[config.mk]
export PLATFORM = sky130hd
export DESIGN_NAME = btn_route_ctrl
export DESIGN_NICKNAME = d
export VERILOG_FILES = /design/src/rtl/btn_route_pkg.sv /design/src/rtl/btn_debounce.sv /design/src/rtl/btn_route_ctrl.sv
export SDC_FILE = /design/constraint.sdc
export NUM_CORES = 1
export LEC_CHECK = 0
export ABC_AREA = 1
export CAP_MARGIN = 25
export CORE_AREA = 2 2 124 126
export CTS_BUF_LIST = sky130_fd_sc_hd__clkbuf_4 sky130_fd_sc_hd__clkbuf_8
export CTS_CLUSTER_DIAMETER = 50
export DETAILED_ROUTE_END_ITERATION = 10
export DIE_AREA = 0 0 126 128
export SYNTH_ARGS = -nofsm -noshare
export SYNTH_HDL_FRONTEND = slang
export SYNTH_SLANG_ARGS = --single-unit
[constraint.sdc]
create_clock -name clk -period 2.9 [get_ports clk]
set_input_delay 0.435 -clock clk [delete_from_list [all_inputs] [get_ports clk]]
set_output_delay 0.435 -clock clk [all_outputs]
set_load 0.01 [all_outputs]
[src/rtl/btn_route_pkg.sv]
// Shared constants for the button routing controller: select width,
// button indices, default timing parameters and the select step helper.
package btn_route_pkg;

  localparam int SEL_W    = 2;
  localparam int NUM_BTNS = 5;

  // Positions of each push-button in the per-button vectors
  localparam int BTN_U = 0;
  localparam int BTN_L = 1;
  localparam int BTN_R = 2;
  localparam int BTN_D = 3;
  localparam int BTN_C = 4;

  // 10 ms debounce and 1 s scan step at 100 MHz
  localparam int DEFAULT_DEBOUNCE_CYCLES = 1_000_000;
  localparam int DEFAULT_SCAN_CYCLES     = 100_000_000;

  typedef logic [SEL_W-1:0] sel_t;

  // One wrap-around step: up alone +1, down alone -1, both or neither hold
  function automatic sel_t sel_step(input sel_t sel, input logic up, input logic dn);
    sel_t res;
    res = sel;
    if (up && !dn) begin
      res = sel + SEL_W'(1);
    end else if (dn && !up) begin
      res = sel - SEL_W'(1);
    end
    return res;
  endfunction

endpackage

[src/rtl/btn_debounce.sv]
// Single-button conditioning: 2-flop synchroniser, debounce counter,
// accepted (stable) level and a one-cycle pulse on its rising edge.
module btn_debounce
  import btn_route_pkg::*;
#(
  parameter int DEBOUNCE_CYCLES = DEFAULT_DEBOUNCE_CYCLES
) (
  input  logic clk,
  input  logic rst_n,
  input  logic btn,
  output logic press
);

  localparam int             CNT_W   = $clog2(DEBOUNCE_CYCLES);
  localparam logic [CNT_W-1:0] CNT_MAX = CNT_W'(DEBOUNCE_CYCLES - 1);

  logic [1:0]       sync_reg;
  logic [CNT_W-1:0] cnt_reg;
  logic [CNT_W-1:0] cnt_next;
  logic             stable_reg;
  logic             stable_next;
  logic             stable_dly_reg;

  // Bring the raw button into the clock domain
  always_ff @(posedge clk or negedge rst_n) begin
    if (!rst_n) begin
      sync_reg <= '0;
    end else begin
      sync_reg <= {sync_reg[0], btn};
    end
  end

  // Count how long the synchronised level has disagreed with the accepted one
  always_comb begin
    cnt_next    = '0;
    stable_next = stable_reg;
    if (sync_reg[1] != stable_reg) begin
      if (cnt_reg == CNT_MAX) begin
        stable_next = sync_reg[1];
      end else begin
        cnt_next = cnt_reg + 1'b1;
      end
    end
  end

  // Debounce state and the delayed copy used for edge detection
  always_ff @(posedge clk or negedge rst_n) begin
    if (!rst_n) begin
      cnt_reg        <= '0;
      stable_reg     <= 1'b0;
      stable_dly_reg <= 1'b0;
    end else begin
      cnt_reg        <= cnt_next;
      stable_reg     <= stable_next;
      stable_dly_reg <= stable_reg;
    end
  end

  // Only presses matter; releases are ignored
  assign press = stable_reg & ~stable_dly_reg;

endmodule

[src/rtl/btn_route_ctrl.sv]
// Routing controller for the 4-to-1 source mux and 1-to-4 destination demux.
// Five debounced buttons step Sel / Sel_DeMux (wrap-around) and toggle Enable.
// Optional feature: define BTN_ROUTE_AUTOSCAN_EN to step both selects
// automatically every SCAN_CYCLES while Enable is high.
module btn_route_ctrl
  import btn_route_pkg::*;
#(
  parameter int DEBOUNCE_CYCLES = DEFAULT_DEBOUNCE_CYCLES,
  parameter int SCAN_CYCLES     = DEFAULT_SCAN_CYCLES
) (
  input  logic             clk,
  input  logic             rst_n,
  input  logic             btnU,
  input  logic             btnL,
  input  logic             btnR,
  input  logic             btnD,
  input  logic             btnC,
  output logic [SEL_W-1:0] Sel,
  output logic [SEL_W-1:0] Sel_DeMux,
  output logic             Enable
);

  if (DEBOUNCE_CYCLES < 2 || SCAN_CYCLES < 2) begin : g_param_check
    $error("btn_route_ctrl: DEBOUNCE_CYCLES and SCAN_CYCLES must be at least 2");
  end

  logic [NUM_BTNS-1:0] btn_raw;
  logic [NUM_BTNS-1:0] press;
  sel_t                sel_reg, sel_next;
  sel_t                dmx_reg, dmx_next;
  logic                enable_reg, enable_next;

  // Gather the buttons into an index-addressed vector
  always_comb begin
    btn_raw        = '0;
    btn_raw[BTN_U] = btnU;
    btn_raw[BTN_L] = btnL;
    btn_raw[BTN_R] = btnR;
    btn_raw[BTN_D] = btnD;
    btn_raw[BTN_C] = btnC;
  end

  for (genvar gi = 0; gi < NUM_BTNS; gi++) begin : g_btn
    btn_debounce #(
      .DEBOUNCE_CYCLES(DEBOUNCE_CYCLES)
    ) u_debounce (
      .clk  (clk),
      .rst_n(rst_n),
      .btn  (btn_raw[gi]),
      .press(press[gi])
    );
  end

`ifdef BTN_ROUTE_AUTOSCAN_EN
  localparam int             SCAN_W   = $clog2(SCAN_CYCLES);
  localparam logic [SCAN_W-1:0] SCAN_MAX = SCAN_W'(SCAN_CYCLES - 1);

  logic [SCAN_W-1:0] scan_reg, scan_next;
  logic              manual_step;

  assign manual_step = press[BTN_U] | press[BTN_L] | press[BTN_R] | press[BTN_D];
`endif

  // Next routing state: manual presses first, then (optionally) the autoscan step
  always_comb begin
    sel_next    = sel_step(sel_reg, press[BTN_U], press[BTN_L]);
    dmx_next    = sel_step(dmx_reg, press[BTN_R], press[BTN_D]);
    enable_next = enable_reg ^ press[BTN_C];
`ifdef BTN_ROUTE_AUTOSCAN_EN
    scan_next = '0;
    // A manual step wins over a coincident scan step and restarts the period
    if (enable_reg && !manual_step) begin
      if (scan_reg == SCAN_MAX) begin
        sel_next = sel_reg + SEL_W'(1);
        dmx_next = dmx_reg + SEL_W'(1);
      end else begin
        scan_next = scan_reg + 1'b1;
      end
    end
`endif
  end

  // Output registers: no combinational path from the buttons to the pins
  always_ff @(posedge clk or negedge rst_n) begin
    if (!rst_n) begin
      sel_reg    <= '0;
      dmx_reg    <= '0;
      enable_reg <= 1'b0;
    end else begin
      sel_reg    <= sel_next;
      dmx_reg    <= dmx_next;
      enable_reg <= enable_next;
    end
  end

`ifdef BTN_ROUTE_AUTOSCAN_EN
  // Scan period counter
  always_ff @(posedge clk or negedge rst_n) begin
    if (!rst_n) begin
      scan_reg <= '0;
    end else begin
      scan_reg <= scan_next;
    end
  end
`endif

  assign Sel       = sel_reg;
  assign Sel_DeMux = dmx_reg;
  assign Enable    = enable_reg;

endmodule

==> flow_summary_export.csv <==
group,metric,value,unit
outcome,status,"finished clean",
route,drc,0,
synth,netlist.area_leader.share,48.00,%
synth,synth-async-reset-ratio,100.0,%
route,drt_iter0_markers,188,
synth,synth_common_cells,"207 x nor2_1, 164 x nand2_1, 125 x dfrtp_1, 83 x inv_1, 64 x nand3_1",
clock_network,clock_sinks,125,
synth,synth_top_family_by_area,"simple AND/OR/NAND/NOR gates",
synth,ys_ff_latch,125,
finish,nNetsFinal,866,
floorplanning,boundaryPins,12,
floorplanning,rows,45,
pwr,leakage,3.186,nW
synth,syn_area_per_cell,7.947,um2
synth,syn-num-nets,834,
grt,grt_pass1_wl,22.22,mm
sta,fmax,543.3,MHz
sta,finalWorstSetupSlack,1059,ps
synth,synth_compound_area_share,2.535,%
finish,drive_above_1_share,9.838,%
floorplanning,core-area,14860,um2
grt,grt_max_degree,63,
synth,synth_top_area_cell,"dfrtp_1",
floorplanning,die_h,128,um
pwr,p_total,3.427,mW
pwr,power_density,470.2,nW/um2
synth,synth.area.mux_share,0,%
clock_network,cts.htree.levels,4,
critical_path,crit_family,"buffers and inverters",
clock_network,numCtsBuffers,17,
synth,synth_top_flop_cell,"dfrtp_1",
critical_path,cp_slowest_cell,"clkdlybuf4s50_1",
synth,syn_inst,820,
finish,area_delta_synth_final,11.85,%
critical_path,crit_arrival,1410,ps
placement,place_hpwl,8.947,mm
sta,post-route-min-period,1841,ps
pwr,vdd_drop_max,0.0002850,V
synth,synth_xor_area_share,7.623,%
clock_network,clk_transition_reported_paths,70,ps
sta,worst_pin_slew,580.1,ps
clock_network,cts_tree,"done",
critical_path,cpPeakStageDelay,560,ps
critical_path,start_kind,"register",
grt,grt_antenna_before_repair,0,
route,dr.pass1.iters,4,
route,routed_via_density,4.712,
route,ant_nets,0,
critical_path,path_class,"reg2out",
clock_network,root_buffer,"clkbuf_8",
sta,slew_violations,0,
critical_path,cp_max_fo,3,
finish,nFillCells,1478,
floorplanning,initial_core_util,43.84,%
synth,ys_seq_area_share,48.00,%
grt,grt_util_all_layers,17.07,%
sta,fin_tns_setup,0,ps
floorplanning,die_x,126,um
synth,synth_fa_ha_area_share,1.344,%
critical_path,crit_chain,"clkdlybuf4s50_1",
sta,finalHoldViolCount,0,
sta,rsz0062_at_grt,"no",
synth,synth_edf_count,0,
sta,finalSetupViolations,0,
synth,yosys_warnings,0,
synth,synthSimpleGateAreaFrac,35.20,%
synth,yosysMostFrequentCell,"nor2_1",
sta,whs,346.8,ps
clock_network,clock_latency,450,ps
route,vias,4957,
placement,place_ws,1291,ps
finish,utilization,49.03,%
synth,syn_area,6516,um2
floorplanning,dieArea,16130,um2
finish,largest_reg_flops,100,
synth,synth_area_leaders,"dfrtp_1 48%, nor2_1 12%, nand2_1 9.4%",
clock_network,cts_buffer_depth,2,
synth,synthDistinctLibCells,29,
sta,maxSlewHeadroom,61.32,%
min_path,min_path_type,"reg2reg",
grt,grt_overflow_total,0,
placement,portBuffers,11,
flow_run,cap_violations,0,
critical_path,crit_required,2470,ps
grt,grt_pass1_vias,4768,
finish,insertedDiodeCount,0,
placement,gp_congestion,0.8786,
critical_path,cp-end-kind,"output port",
route,wl,12.41,mm
sta,skew,16.06,ps
route,drt-wirelength-per-cell,11.80,um
sta,post-route-period-util,63.47,%
critical_path,crit_buf_inv,1,
[report_power, final]
group | switching, mW | internal (mW) | total (mW) | leakage (nW)
clock network | 0.669 | 0.859 | 1.53 | 0.206
registers | 0.0171 | 1.77 | 1.78 | 1.71
logic | 0.0801 | 0.0348 | 0.115 | 1.27
total | 0.766 | 2.66 | 3.43 | 3.19
[metal layers]
metal  vias to the layer above  global-route usage (%)  share of wire (%)
met5                         -                       0                  0
met4                         0                   6.593                1.8
met3                        20                   4.257                3.7
met2                        75                   26.50                 45
met1                      2238                   23.17                 49
li1                       2624                       -                  -
[cells in the final DEF, fill, tap and decap left out, types with 10 or more instances in the layout]
cell / synthesis / final
a21oi_1: 12 / 12
nand2_2: 13 / 13
xor2_1: 31 / 31
dfrtp_1: 125 / 125
nand3_1: 64 / 64
clkdlybuf4s50_1: 0 / 10
o21ai_0: 10 / 10
nand4_1: 11 / 11
xnor2_1: 22 / 22
nand2_1: 164 / 164
inv_1: 83 / 83
nor2_4: 12 / 12
clkbuf_8: 0 / 20
nor2_1: 207 / 207
nor3_1: 17 / 17
[cells by family (layout without fill, tap and decap cells)]
| logic type | Yosys count | after routing |
|---|---|---|
| and+or+nand+nor | 514 | 514 |
| DFF | 125 | 125 |
| buffers and inverters | 91 | 135 |
| xor gates and xnor gates | 55 | 55 |
| AOI/OAI and AO/OA | 28 | 28 |
| adders and majority gates | 7 | 7 |
[through the flow]
| stage | cell area, um2 | std cells |
|---|---|---|
| 2_1_floorplan | 6516 | 820 |
| 3_3_place_gp | 6885 | 1020 |
| 3_5_place_dp | 6885 | 1020 |
| 4_1_cts | 7288 | 1052 |
| 5_1_grt | 7288 | 1052 |
| 6_report | 7288 | 1052 |
[worst paths after layout]
path                                                      start                               to  slack, ps  depth (start not counted)
worst max register to register   g_btn[4].u_debounce.cnt_reg[0]  g_btn[4].u_debounce.cnt_reg[18]       1300                          8
worst min-delay path            g_btn[3].u_debounce.sync_reg[0]  g_btn[3].u_debounce.sync_reg[1]        350                          0
worst max-delay path                               Sel_DeMux[0]                     Sel_DeMux[0]       1060                          1
max in group asynchronous                                 rst_n   g_btn[0].u_debounce.cnt_reg[8]       1690                          3
min in group asynchronous                                 rst_n  g_btn[0].u_debounce.cnt_reg[18]        520                          2
worst min register to register  g_btn[3].u_debounce.sync_reg[0]  g_btn[3].u_debounce.sync_reg[1]        350                          0
[layout make-up]
| class | instances | area (um2) | share of cell area, % |
|---|---|---|---|
| flip-flops and latches | 125 | 3128 | 42.92 |
| multi-input cells | 604 | 3043 | 41.75 |
| inverters | 90 | 340.3 | 4.670 |
| clock buffers | 24 | 305.3 | 4.189 |
| well taps | 188 | 235.2 | 3.227 |
| repair buffers | 14 | 148.9 | 2.043 |
| clock inverters | 7 | 87.58 | 1.202 |
[what timing repair did]
action	CTS	global route
hold endpoints to repair	60	0
buffers inserted	0	0
hold buffers	1	0
resized for setup	0	0
No activity file was read; power rests on OpenSTA's default activity.
